==> config.mk <==
export PLATFORM = sky130hd
export DESIGN_NAME = ac_controller_hyst
export DESIGN_NICKNAME = d
export VERILOG_FILES = /design/src/rtl/ac_pkg.sv /design/src/rtl/ac_temp_compare.sv /design/src/rtl/ac_controller_hyst.sv
export SDC_FILE = /design/constraint.sdc
export NUM_CORES = 1
export LEC_CHECK = 0
export BUFFER_PORTS_ARGS = -buffer_cell sky130_fd_sc_hd__buf_4
export CAP_MARGIN = 40
export CORE_MARGIN = 5
export CORE_UTILIZATION = 51
export CTS_BUF_LIST = sky130_fd_sc_hd__clkbuf_2
export CTS_CLUSTER_DIAMETER = 50
export CTS_CLUSTER_SIZE = 30
export DETAILED_ROUTE_END_ITERATION = 8
export PLACE_DENSITY = 0.75
export SLEW_MARGIN = 20
export SYNTH_ARGS = -nofsm -noshare
export SYNTH_HDL_FRONTEND = slang
export SYNTH_SLANG_ARGS = --single-unit
==> constraint.sdc <==
create_clock -name clk -period 2.99 [get_ports clk]
set_input_delay 0.299 -clock clk [delete_from_list [all_inputs] [get_ports clk]]
set_output_delay 0.299 -clock clk [all_outputs]
set_load 0.005 [all_outputs]
==> src/rtl/ac_pkg.sv <==
// Shared definitions for the hysteresis AC controller.
// Holds the state encodings, actuator and mode codes, and the helper used to
// size the dwell counter.
package ac_pkg;

  typedef enum logic [2:0] {
    ST_OFF      = 3'd0,
    ST_IDLE     = 3'd1,
    ST_DECREASE = 3'd2,
    ST_INCREASE = 3'd3,
    ST_GUARD    = 3'd4
  } state_t;

  localparam logic [1:0] ACT_NONE = 2'b00;
  localparam logic [1:0] ACT_HEAT = 2'b01;
  localparam logic [1:0] ACT_COOL = 2'b10;

  localparam logic [1:0] MODE_AUTO      = 2'b00;
  localparam logic [1:0] MODE_HEAT_ONLY = 2'b01;
  localparam logic [1:0] MODE_COOL_ONLY = 2'b10;

  // Saturation point of the dwell counter: it must reach both the last
  // run-time cycle and the last guard cycle.
  function automatic int dwell_max(input int min_run, input int guard);
    return (min_run > guard) ? min_run : guard;
  endfunction

endpackage

==> src/rtl/ac_temp_compare.sv <==
// Temperature comparator with hysteresis and mode masking. Purely combinational.
// Ports:
//   cur_temp, set_temp  in  TEMP_W  measured / target temperature (unsigned)
//   mode                in  2       AUTO / HEAT_ONLY / COOL_ONLY (11 = AUTO)
//   too_hot, too_cold   out 1       outside the hysteresis band (mode-masked)
//   reached_cool        out 1       cur_temp <= set_temp
//   reached_heat        out 1       cur_temp >= set_temp
module ac_temp_compare
  import ac_pkg::*;
#(
  parameter int TEMP_W = 8,
  parameter int HYST   = 2
) (
  input  logic [TEMP_W-1:0] cur_temp,
  input  logic [TEMP_W-1:0] set_temp,
  input  logic [1:0]        mode,
  output logic              too_hot,
  output logic              too_cold,
  output logic              reached_cool,
  output logic              reached_heat
);

  // One extra bit so that set_temp + HYST and cur_temp + HYST never wrap.
  localparam logic [TEMP_W:0] HYST_X = (TEMP_W+1)'(HYST);

  logic [TEMP_W:0] cur_x;
  logic [TEMP_W:0] set_x;

  assign cur_x = {1'b0, cur_temp};
  assign set_x = {1'b0, set_temp};

  assign too_hot      = (cur_x > set_x + HYST_X) && (mode != MODE_HEAT_ONLY);
  assign too_cold     = (cur_x + HYST_X < set_x) && (mode != MODE_COOL_ONLY);
  assign reached_cool = (cur_x <= set_x);
  assign reached_heat = (cur_x >= set_x);

endmodule

==> src/rtl/ac_controller_hyst.sv <==
// AC controller with hysteresis, minimum run time and compressor guard.
//
// state    | meaning
// ---------+----------------------------------------------------------
// OFF      | unit disabled (power=0 or reset); no action
// IDLE     | temperature within band; no action
// DECREASE | cooling; held at least MIN_RUN cycles
// INCREASE | heating; held at least MIN_RUN cycles
// GUARD    | compressor rest for exactly GUARD cycles on a reversal
//
// Ports:
//   clk            in   1       system clock, rising edge
//   reset          in   1       synchronous, active-high
//   power          in   1       1 = unit enabled
//   mode           in   2       00 AUTO, 01 HEAT_ONLY, 10 COOL_ONLY, 11 AUTO
//   cur_temp       in   TEMP_W  measured temperature
//   set_temp       in   TEMP_W  target temperature
//   action         out  2       00 none, 01 heat, 10 cool
//   state_display  out  3       current state encoding
module ac_controller_hyst
  import ac_pkg::*;
#(
  parameter int TEMP_W  = 8,
  parameter int HYST    = 2,
  parameter int MIN_RUN = 4,
  parameter int GUARD   = 3
) (
  input  logic              clk,
  input  logic              reset,
  input  logic              power,
  input  logic [1:0]        mode,
  input  logic [TEMP_W-1:0] cur_temp,
  input  logic [TEMP_W-1:0] set_temp,
  output logic [1:0]        action,
  output logic [2:0]        state_display
);

  localparam int DWELL_MAX = dwell_max(MIN_RUN, GUARD);
  localparam int CNT_W     = $clog2(DWELL_MAX + 1);

  localparam logic [CNT_W-1:0] CNT_MAX    = CNT_W'(DWELL_MAX);
  localparam logic [CNT_W-1:0] RUN_LAST   = CNT_W'(MIN_RUN - 1);
  localparam logic [CNT_W-1:0] GUARD_LAST = CNT_W'(GUARD - 1);

  state_t           state;
  state_t           state_nxt;
  logic [CNT_W-1:0] dwell_cnt;
  logic             dwell_ok;

  logic too_hot;
  logic too_cold;
  logic reached_cool;
  logic reached_heat;

  ac_temp_compare #(
    .TEMP_W (TEMP_W),
    .HYST   (HYST)
  ) u_cmp (
    .cur_temp     (cur_temp),
    .set_temp     (set_temp),
    .mode         (mode),
    .too_hot      (too_hot),
    .too_cold     (too_cold),
    .reached_cool (reached_cool),
    .reached_heat (reached_heat)
  );

  // Counter value MIN_RUN-1 means the current cycle is the MIN_RUN-th in state.
  assign dwell_ok = (dwell_cnt >= RUN_LAST);

  always_ff @(posedge clk) begin
    if (reset) begin
      state     <= ST_OFF;
      dwell_cnt <= '0;
    end else begin
      state <= state_nxt;
      if (state_nxt != state) begin
        dwell_cnt <= '0;
      end else if (dwell_cnt != CNT_MAX) begin
        dwell_cnt <= dwell_cnt + CNT_W'(1);
      end
    end
  end

  always_comb begin
    state_nxt = state;
    if (!power) begin
      state_nxt = ST_OFF;
    end else begin
      case (state)
        ST_OFF: begin
          if (too_hot)       state_nxt = ST_DECREASE;
          else if (too_cold) state_nxt = ST_INCREASE;
          else               state_nxt = ST_IDLE;
        end
        ST_IDLE: begin
          if (too_hot)       state_nxt = ST_DECREASE;
          else if (too_cold) state_nxt = ST_INCREASE;
        end
        ST_DECREASE: begin
          if (dwell_ok) begin
            if (too_cold)          state_nxt = ST_GUARD;
            else if (reached_cool) state_nxt = ST_IDLE;
          end
        end
        ST_INCREASE: begin
          if (dwell_ok) begin
            if (too_hot)           state_nxt = ST_GUARD;
            else if (reached_heat) state_nxt = ST_IDLE;
          end
        end
        ST_GUARD: begin
          if (dwell_cnt == GUARD_LAST) state_nxt = ST_IDLE;
        end
        default: state_nxt = ST_OFF;
      endcase
    end
  end

  always_comb begin
    action = ACT_NONE;
    case (state)
      ST_DECREASE: action = ACT_COOL;
      ST_INCREASE: action = ACT_HEAT;
      default:     action = ACT_NONE;
    endcase
  end

  assign state_display = state;

endmodule

==> run_results.csv, run 1 <==
group,metric,value,unit
sta,drv_slew,0,
sta,min_period,2410,ps
yosys,synth.top_cell.area_share,0.277,
power,power_leakage,0.719,nW
clocking,cts_buffers,3,
min_path,min_path_type,"in -> reg",
worst_setup_path,cp-start-kind,"primary input",
yosys,yosysMostFrequentCell,"ha_1",
flow_run,drv_cap,0,
sta,rsz0062_at_grt,"false",
clocking,cts_tree,"yes",
place,gp_congestion,0.942,
yosys,ys_seq_elements,6,
worst_setup_path,end_kind,"register",
min_path,holdPathStages,4,
worst_setup_path,cp.required,3080,ps
sta,finalHoldViolCount,0,
clocking,clk_latency,210,ps
route,viasPerCell,5.88,
yosys,yosys-top-cells-count,"ha_1, inv_1, nand2_1, nor2_1, nand3_1",
place,pre_cts_ws,350,ps
yosys,synth_top_flop_cell,"dfxtp_1",
clocking,htree_num_levels,1,
status,status,"completed",
sta,clock.fmax,0.415,GHz
global_route,grt_start_max_net_pins,13,
clocking,path_clk_slew,50,ps
global_route,grt_pass1_wl,5200,um
clocking,hold_buffers,0,
worst_setup_path,path_cells,"buf_4, ha_1, and3_1, xor2_1, ha_1, o21a_1, o21ai_0, a31oi_1, nor2_1, o32ai_2, xor2_1, nor3_1",
place,post_dp_cell_area,1490,sq um
global_route,grt_pass1_vias,1273,
yosys,synth_cell_types,43,
yosys,synth_area_leaders,"ha_1, dfxtp_1, xnor2_1",
yosys,async_reset_ff_frac,0,
worst_setup_path,r2r_cells,9,
power,p_per_area,233,nW/um^2
sta,fin_ws,582,ps
die,die_area,3580,sq um
yosys,synth_top_cell_by_area,"ha_1",
yosys,synthesis.area,1260,sq um
clocking,cts_resized,0,
yosys,ys_seq_area_frac,0.0950,
yosys,synth-edff-count,0,
yosys,synthCells,159,
global_route,antenna_found_initial,0,
die,core-area,2430,sq um
route,vias,1270,
cells_and_area,syn2layout_area_growth,18.6,%
worst_setup_path,critPathKind,"in -> reg",
global_route,globalRoute.totalOverflow,0,
cells_and_area,drive_gt1_frac,0.231,
yosys,syn_area_per_cell,7.96,sq um
clocking,cts.sinks,6,
route,drc,0,
sta,max_slew_margin,0.723,
worst_setup_path,arrival,2500,ps
worst_setup_path,crit_slowest_cell,"o32ai_2",
route,drtIter0Drc,49,
clocking,clock_path_buffers,2,
yosys,yosysWarnings,0,
cells_and_area,n_fill_cell,226,
worst_setup_path,worstPathMaxFanout,6,
route,wire_per_inst,13.7,um
clocking,cts_post_setup_buffers_inserted,0,
yosys,syn-num-nets,208,
sta,worst-slew-pin-transition,413,ps
sta,fin_crit_sh,0.805,
sta,finClkSkew,5.45,ps
clocking,cts_root_buf,"clkbuf_2",
worst_setup_path,max_stage_delay,350,ps
die,fp-row-count,18,
die,die_w,59.8,um
global_route,track_usage,0.183,
die,ios,26,
cells_and_area,final_area,1500,sq um
route,drtPass1Iterations,4,
route,postRouteAntennaNets,0,
sta,tns,0,ps
die,start_util,0.520,
place,numPortBuffers,25,
power,peakVddDrop,0.268,mV
die,die_h,59.8,um
cells_and_area,finalNetCount,237,
sta,setup_viol,0,
route,wl,2960,um
cells_and_area,num_antenna_cells,0,
place,dp_hpwl,2620,um
## final timing paths
path	startpoint	end	slack, ps
hold reg to reg	dwell_cnt[1]	dwell_cnt[1]	600
hold / removal	reset	dwell_cnt[2]	420
setup reg to reg	dwell_cnt[0]	dwell_cnt[1]	900
setup / recovery	cur_temp[1]	dwell_cnt[1]	580
## sequential cells by signal, indices dropped and copies added, names as in the netlist
name and flops:
dwell_cnt 3, state_display 3
## layout by cell type (no fill, tap or decap), types with 2 or more instances in the layout
master,instances
and2_1,2
nor2_1,11
ha_1,28
xor2_1,3
o21ai_0,6
nand3_1,10
a21oi_1,8
o221ai_2,2
a211oi_1,3
nor3_1,4
xnor2_1,9
o21a_1,3
a21o_2,2
buf_4,25
inv_1,17
o31ai_2,2
dfxtp_1,6
nand2_1,11
nand4_1,2
clkbuf_2,3
and3_1,5
nand2b_1,2
## layout make-up
type	instances	area, sq um	share of cell area
flip-flops and latches	6	120	0.0801
multi-input cells	135	1080	0.717
well taps	30	37.5	0.0250
repair buffers	25	188	0.125
inverters	17	63.8	0.0425
clock buffers	3	15.0	0.0100
## power breakdown
| part | internal [W] | switching (W) | leakage, nW |
|---|---|---|---|
| sequential | 0.0000858 | 0.00000840 | 0.0490 |
| clock | 0.0000271 | 0.0000234 | 0.0125 |
| combinational | 0.0000971 | 0.000108 | 0.657 |
| total | 0.000210 | 0.000140 | 0.719 |
## metrics by stage
stage | total power, W | util | hold slack (ps) | cells
floorplan | 0.000231 | - | 484 | 159
global placement | 0.000292 | 0.611 | 572 | 213
detailed placement | 0.000300 | 0.611 | 593 | 213
CTS | 0.000354 | 0.617 | 405 | 216
global route | 0.000389 | 0.617 | 412 | 216
finish | 0.000350 | 0.617 | 416 | 216
## per-layer routing
layer / wire length (um) / track usage / up-vias
li1: - / - / 643
met1: 1240 / 0.206 / 593
met2: 1560 / 0.352 / 28
met3: 113 / 0.0108 / 6
met4: 51 / 0.0728 / 0
met5: 0 / 0 / -
## cell families (layout without fill, tap and decap cells)
family,Yosys count,after routing,synth area share
XOR/XNOR,12,12,0.0831
buffers and inverters,18,45,0.0544
AND/OR/NAND/NOR,54,54,0.227
adder cells (fa/ha/maj),28,28,0.277
multiplexers,1,1,0.00791
AO/OA/AOI/OAI,40,40,0.256
flip-flops,6,6,0.0950
## critical path: cells and delay by family
| family | cells | cell delay (ps) |
|---|---|---|
| compound gates | 4 | 740 |
| fa+ha+maj | 2 | 490 |
| xor+xnor | 2 | 440 |
| simple gates | 3 | 380 |
| buf+inv | 1 | 140 |
No activity file was read; power rests on OpenSTA's default activity.
==> run 2, diff against run 1 <==
Clock period 2.99 ns to 2.4 ns, I/O delays scaled along.
==> run_results.csv, run 2 (synthesis results as in run 1) <==
group,metric,value,unit
place,numPortBuffers,25,
sta,finClkSkew,7.47,ps
clocking,clock_path_buffers,2,
place,dp_hpwl,2750,um
worst_setup_path,critPathKind,"in -> reg",
die,die_w,59.8,um
die,die_area,3580,sq um
power,power_leakage,0.782,nW
clocking,cts_tree,"yes",
die,core-area,2430,sq um
cells_and_area,syn2layout_area_growth,33.6,%
power,intPower,0.000289,W
power,p_per_area,293,nW/um^2
route,postRouteAntennaNets,0,
cells_and_area,final_common_cell,"buf_4",
worst_setup_path,worstPathMaxFanout,3,
clocking,htree_num_levels,1,
worst_setup_path,cp.required,2490,ps
die,die_h,59.8,um
sta,hold_ws,353,ps
cells_and_area,num_antenna_cells,0,
power,peakVddDrop,0.407,mV
sta,max_slew_margin,0.645,
power,finalPower,0.000495,W
sta,fin_crit_sh,0.968,
status,status,"completed",
route,vias,1320,
power,p_switching,0.000207,W
power,sw_frac_of_total,0.417,
die,ios,26,
power,clockPowerShare,0.137,
worst_setup_path,cp-start-kind,"primary input",
cells_and_area,finish.utilization,0.695,
place,gp_congestion,0.960,
sta,finalHoldViolCount,0,
worst_setup_path,arrival,2420,ps
sta,clock.fmax,0.430,GHz
cells_and_area,final_cell_mix,"buf_4, ha_1, inv_1",
cells_and_area,finalNetCount,250,
global_route,grt_pass1_vias,1312,
route,wl,3420,um
die,fp-row-count,18,
cells_and_area,drive_gt1_frac,0.342,
clocking,cts.sinks,6,
global_route,antenna_found_initial,0,
global_route,track_usage,0.196,
global_route,grt_start_max_net_pins,13,
clocking,cts_buffers,3,
clocking,path_clk_slew,60,ps
global_route,globalRoute.totalOverflow,0,
global_route,grt_pass1_wl,5490,um
cells_and_area,n_fill_cell,186,
route,wire_per_inst,14.9,um
min_path,min_path_type,"in -> reg",
sta,setup_viol,0,
route,drtIter0Drc,67,
die,start_util,0.520,
route,drc,0,
route,drtPass1Iterations,4,
worst_setup_path,end_kind,"register",
clocking,cts_root_buf,"clkbuf_2",
sta,drv_slew,0,
power,seqPwrFrac,0.239,
clocking,hold_buffers,0,
sta,worst-slew-pin-transition,529,ps
power,power_frac_comb,0.624,
sta,min_period,2320,ps
clocking,clk_latency,220,ps
route,viasPerCell,5.76,
flow_run,drv_cap,0,
-- run 2: changes by cell type in the layout (fill, tap and decap cells not counted), sizes merged --
cell and change:
buf +13
-- run 2: timing repair --
action	4_1_cts	5_1_grt
resized for setup	1	16
endpoints found under the setup margin	3	4
pin swaps	0	10
buffers inserted	0	1
-- run 2: layout make-up --
| type | count | area, sq um | share of cell area |
|---|---|---|---|
| multi-input combinational | 135 | 1170 | 0.691 |
| tap | 30 | 37.5 | 0.0222 |
| clock buffer | 3 | 15.0 | 0.00888 |
| inverter | 17 | 63.8 | 0.0377 |
| timing repair buffer | 38 | 285 | 0.169 |
| sequential | 6 | 120 | 0.0711 |
-- run 2: critical path: stages --
cell and delay [ps]:
buf_4 120, ha_1 230, and3_4 170, xor2_1 140
ha_1 280, o21a_1 190, o21ai_2 140, a31oi_2 80
or2_1 270, a31o_2 270, o2111ai_4 230, a211oi_2 50
-- run 2: power by group through the flow --
stage | clock (W) | sequential, W | combinational (W)
floorplan | 0 | 0.000117 | 0.000170
global placement | 0 | 0.000119 | 0.000262
detailed placement | 0 | 0.000119 | 0.000270
CTS | 0.0000696 | 0.000118 | 0.000272
global route | 0.0000771 | 0.000119 | 0.000343
finish | 0.0000679 | 0.000118 | 0.000309
-- run 2: per-layer routing --
metal / vias to the layer above / track usage / share of wire
met5: - / 0 / 0
met4: 0 / 0.0253 / 0
met3: 0 / 0.0410 / 0.067
met2: 41 / 0.346 / 0.51
met1: 609 / 0.249 / 0.42
li1: 670 / - / -
-- run 2: stage by stage --
stage	instances	setup TNS (ps)	setup WS, ps	area (sq um)
after detailed placement	225	-761	-235	1580
after floorplan	159	0	145	1260
after CTS	228	0	34.2	1600
final	229	0	77.1	1690
after global routing	229	-76.1	-35.2	1690
after global placement	225	-529	-168	1580
-- run 2: worst paths after layout --
path | from | to | cells past startpoint | slack, ps
setup / recovery | cur_temp[1] | dwell_cnt[2] | 12 | 80
hold / removal | power | state_display[1] | 2 | 350
setup reg to reg | dwell_cnt[0] | dwell_cnt[2] | 9 | 200
hold reg to reg | dwell_cnt[1] | dwell_cnt[1] | 2 | 620
==> run 3, diff against run 2 <==
Settings changed: REMOVE_ABC_BUFFERS from default to 1, SETUP_SLACK_MARGIN from default to 0.5.
Clock period 2.4 ns to 2.3 ns, I/O delays scaled along.
==> run_results.csv, run 3 (synthesis results as in run 1) <==
group,metric,value,unit
cells_and_area,n_fill_cell,105,
global_route,antenna_found_initial,0,
cells_and_area,num_antenna_cells,0,
sta,clock.fmax,0.425,GHz
power,peakVddDrop,0.380,mV
global_route,grt_pass1_vias,1599,
clocking,path_clk_slew,70,ps
power,finalPower,0.000685,W
global_route,globalRoute.totalOverflow,0,
die,die_w,59.8,um
cells_and_area,final_common_cell,"buf_4",
sta,rsz0062_at_grt,"true",
status,violations,"negative setup slack",
sta,worst-slew-pin-transition,476,ps
worst_setup_path,end_kind,"register",
route,drtPass1Iterations,4,
global_route,gr-usage-met2,0.486,
power,p_per_area,315,nW/um^2
die,fp-row-count,18,
sta,finClkSkew,4.34,ps
die,die_area,3580,sq um
worst_setup_path,cp.required,2440,ps
global_route,grt_start_max_net_pins,13,
route,wire_per_inst,22.0,um
worst_setup_path,arrival,2500,ps
worst_setup_path,r2r_end,"dwell_cnt[2]",
status,status,"finished with violations",
route,viasPerCell,6.30,
route,drc,0,
die,start_util,0.520,
route,wl,5440,um
cells_and_area,final_cell_mix,"buf_4, ha_1, inv_1",
sta,setup_viol,1,
clocking,htree_num_levels,1,
cells_and_area,syn2layout_area_growth,72.1,%
place,dp_hpwl,2900,um
worst_setup_path,rrSetupSlack,200,ps
die,core-area,2430,sq um
cells_and_area,drive_gt1_frac,0.532,
clocking,clk_latency,230,ps
worst_setup_path,worstPathMaxFanout,4,
min_path,min_from,"reset",
global_route,grt-busiest-layer,"met2",
clocking,cts.sinks,6,
worst_setup_path,critPathKind,"in -> reg",
flow_run,drv_cap,0,
route,vias,1562,
sta,hold_ws,356,ps
sta,fin_crit_sh,1.02,
clocking,cts_buffers,3,
min_path,min_path_type,"in -> reg",
global_route,track_usage,0.253,
place,numPortBuffers,25,
clocking,cts_root_buf,"clkbuf_2",
worst_setup_path,cp-start-kind,"primary input",
min_path,min_to,"state_display[0]",
die,die_h,59.8,um
sta,drv_slew,0,
die,ios,26,
route,postRouteAntennaNets,0,
cells_and_area,finalNetCount,269,
cells_and_area,finish.utilization,0.895,
worst_setup_path,r2r_cells,9,
power,power_leakage,0.948,nW
clocking,clock_path_buffers,2,
route,drtIter0Drc,183,
clocking,cts_tree,"yes",
sta,max_slew_margin,0.682,
sta,fin_ws,-52.5,ps
sta,min_period,2350,ps
min_path,holdPathStages,3,
global_route,grt_pass1_wl,6980,um
global_route,gr-usage-met1,0.258,
global_route,grtUsageMet3,0.0497,
worst_setup_path,r2r-start,"dwell_cnt[0]",
sta,finalHoldViolCount,0,
place,gp_congestion,0.981,
==> run 3: how the worst max path moves through the flow <==
stage	start	end	slack [ps]	cells after the start
after global routing	set_temp[3]	dwell_cnt[2]	-80	12
after floorplan	cur_temp[1]	dwell_cnt[0]	50	11
after CTS	set_temp[3]	dwell_cnt[2]	70	12
after detailed placement	cur_temp[1]	dwell_cnt[0]	-340	12
final	set_temp[3]	dwell_cnt[2]	-50	12
after global placement	cur_temp[1]	dwell_cnt[1]	-290	12
==> run 3: layout make-up <==
| class | instances | area, sq um | share of cell area |
|---|---|---|---|
| sequential | 6 | 120 | 0.0552 |
| tap | 30 | 37.5 | 0.0172 |
| clock buffer | 3 | 15.0 | 0.00690 |
| inverter | 17 | 63.8 | 0.0293 |
| multi-input combinational | 135 | 1450 | 0.665 |
| timing repair buffer | 57 | 493 | 0.226 |
==> run 3: per-layer routing <==
layer	part of all wire	wire length (um)	vias up
met5	0	0	-
met4	0.069	373	0
met3	0.050	273	36
li1	-	-	705
met2	0.52	2860	88
met1	0.36	1940	733
==> run 3: report_power, final <==
part	switching (W)	total, W	internal (W)	leakage (nW)
clock network	0.0000411	0.0000765	0.0000354	0.0125
logic	0.000247	0.000485	0.000238	0.886
registers	0.0000129	0.000124	0.000111	0.0490
==> run 3: through the flow <==
step                      instance area, sq um  TNS [ps]  instances  setup slack, ps
after floorplan                           1260         0        158             54.8
after global placement                    1610     -1090        230             -289
after detailed placement                  1610     -1340        230             -340
after CTS                                 1900         0        239             66.4
after global routing                      2180      -184        248            -82.6
final                                     2180     -52.5        248            -52.5
==> run 3: what timing repair did <==
action,4_1_cts,5_1_grt
setup buffers,6,9
hold buffers,0,0
pin swaps,35,35
gates resized for setup,45,30
endpoints found under the setup margin,6,6
==> run 3: critical path, cell delays in order <==
cell and delay (ps):
buf_8 80, and3_4 230, nand3_4 80, xnor2_2 150
ha_1 310, nand3_2 140, o31ai_4 360, buf_4 180
o221ai_2 130, a21oi_2 260, o2111ai_4 150, a211oi_2 180
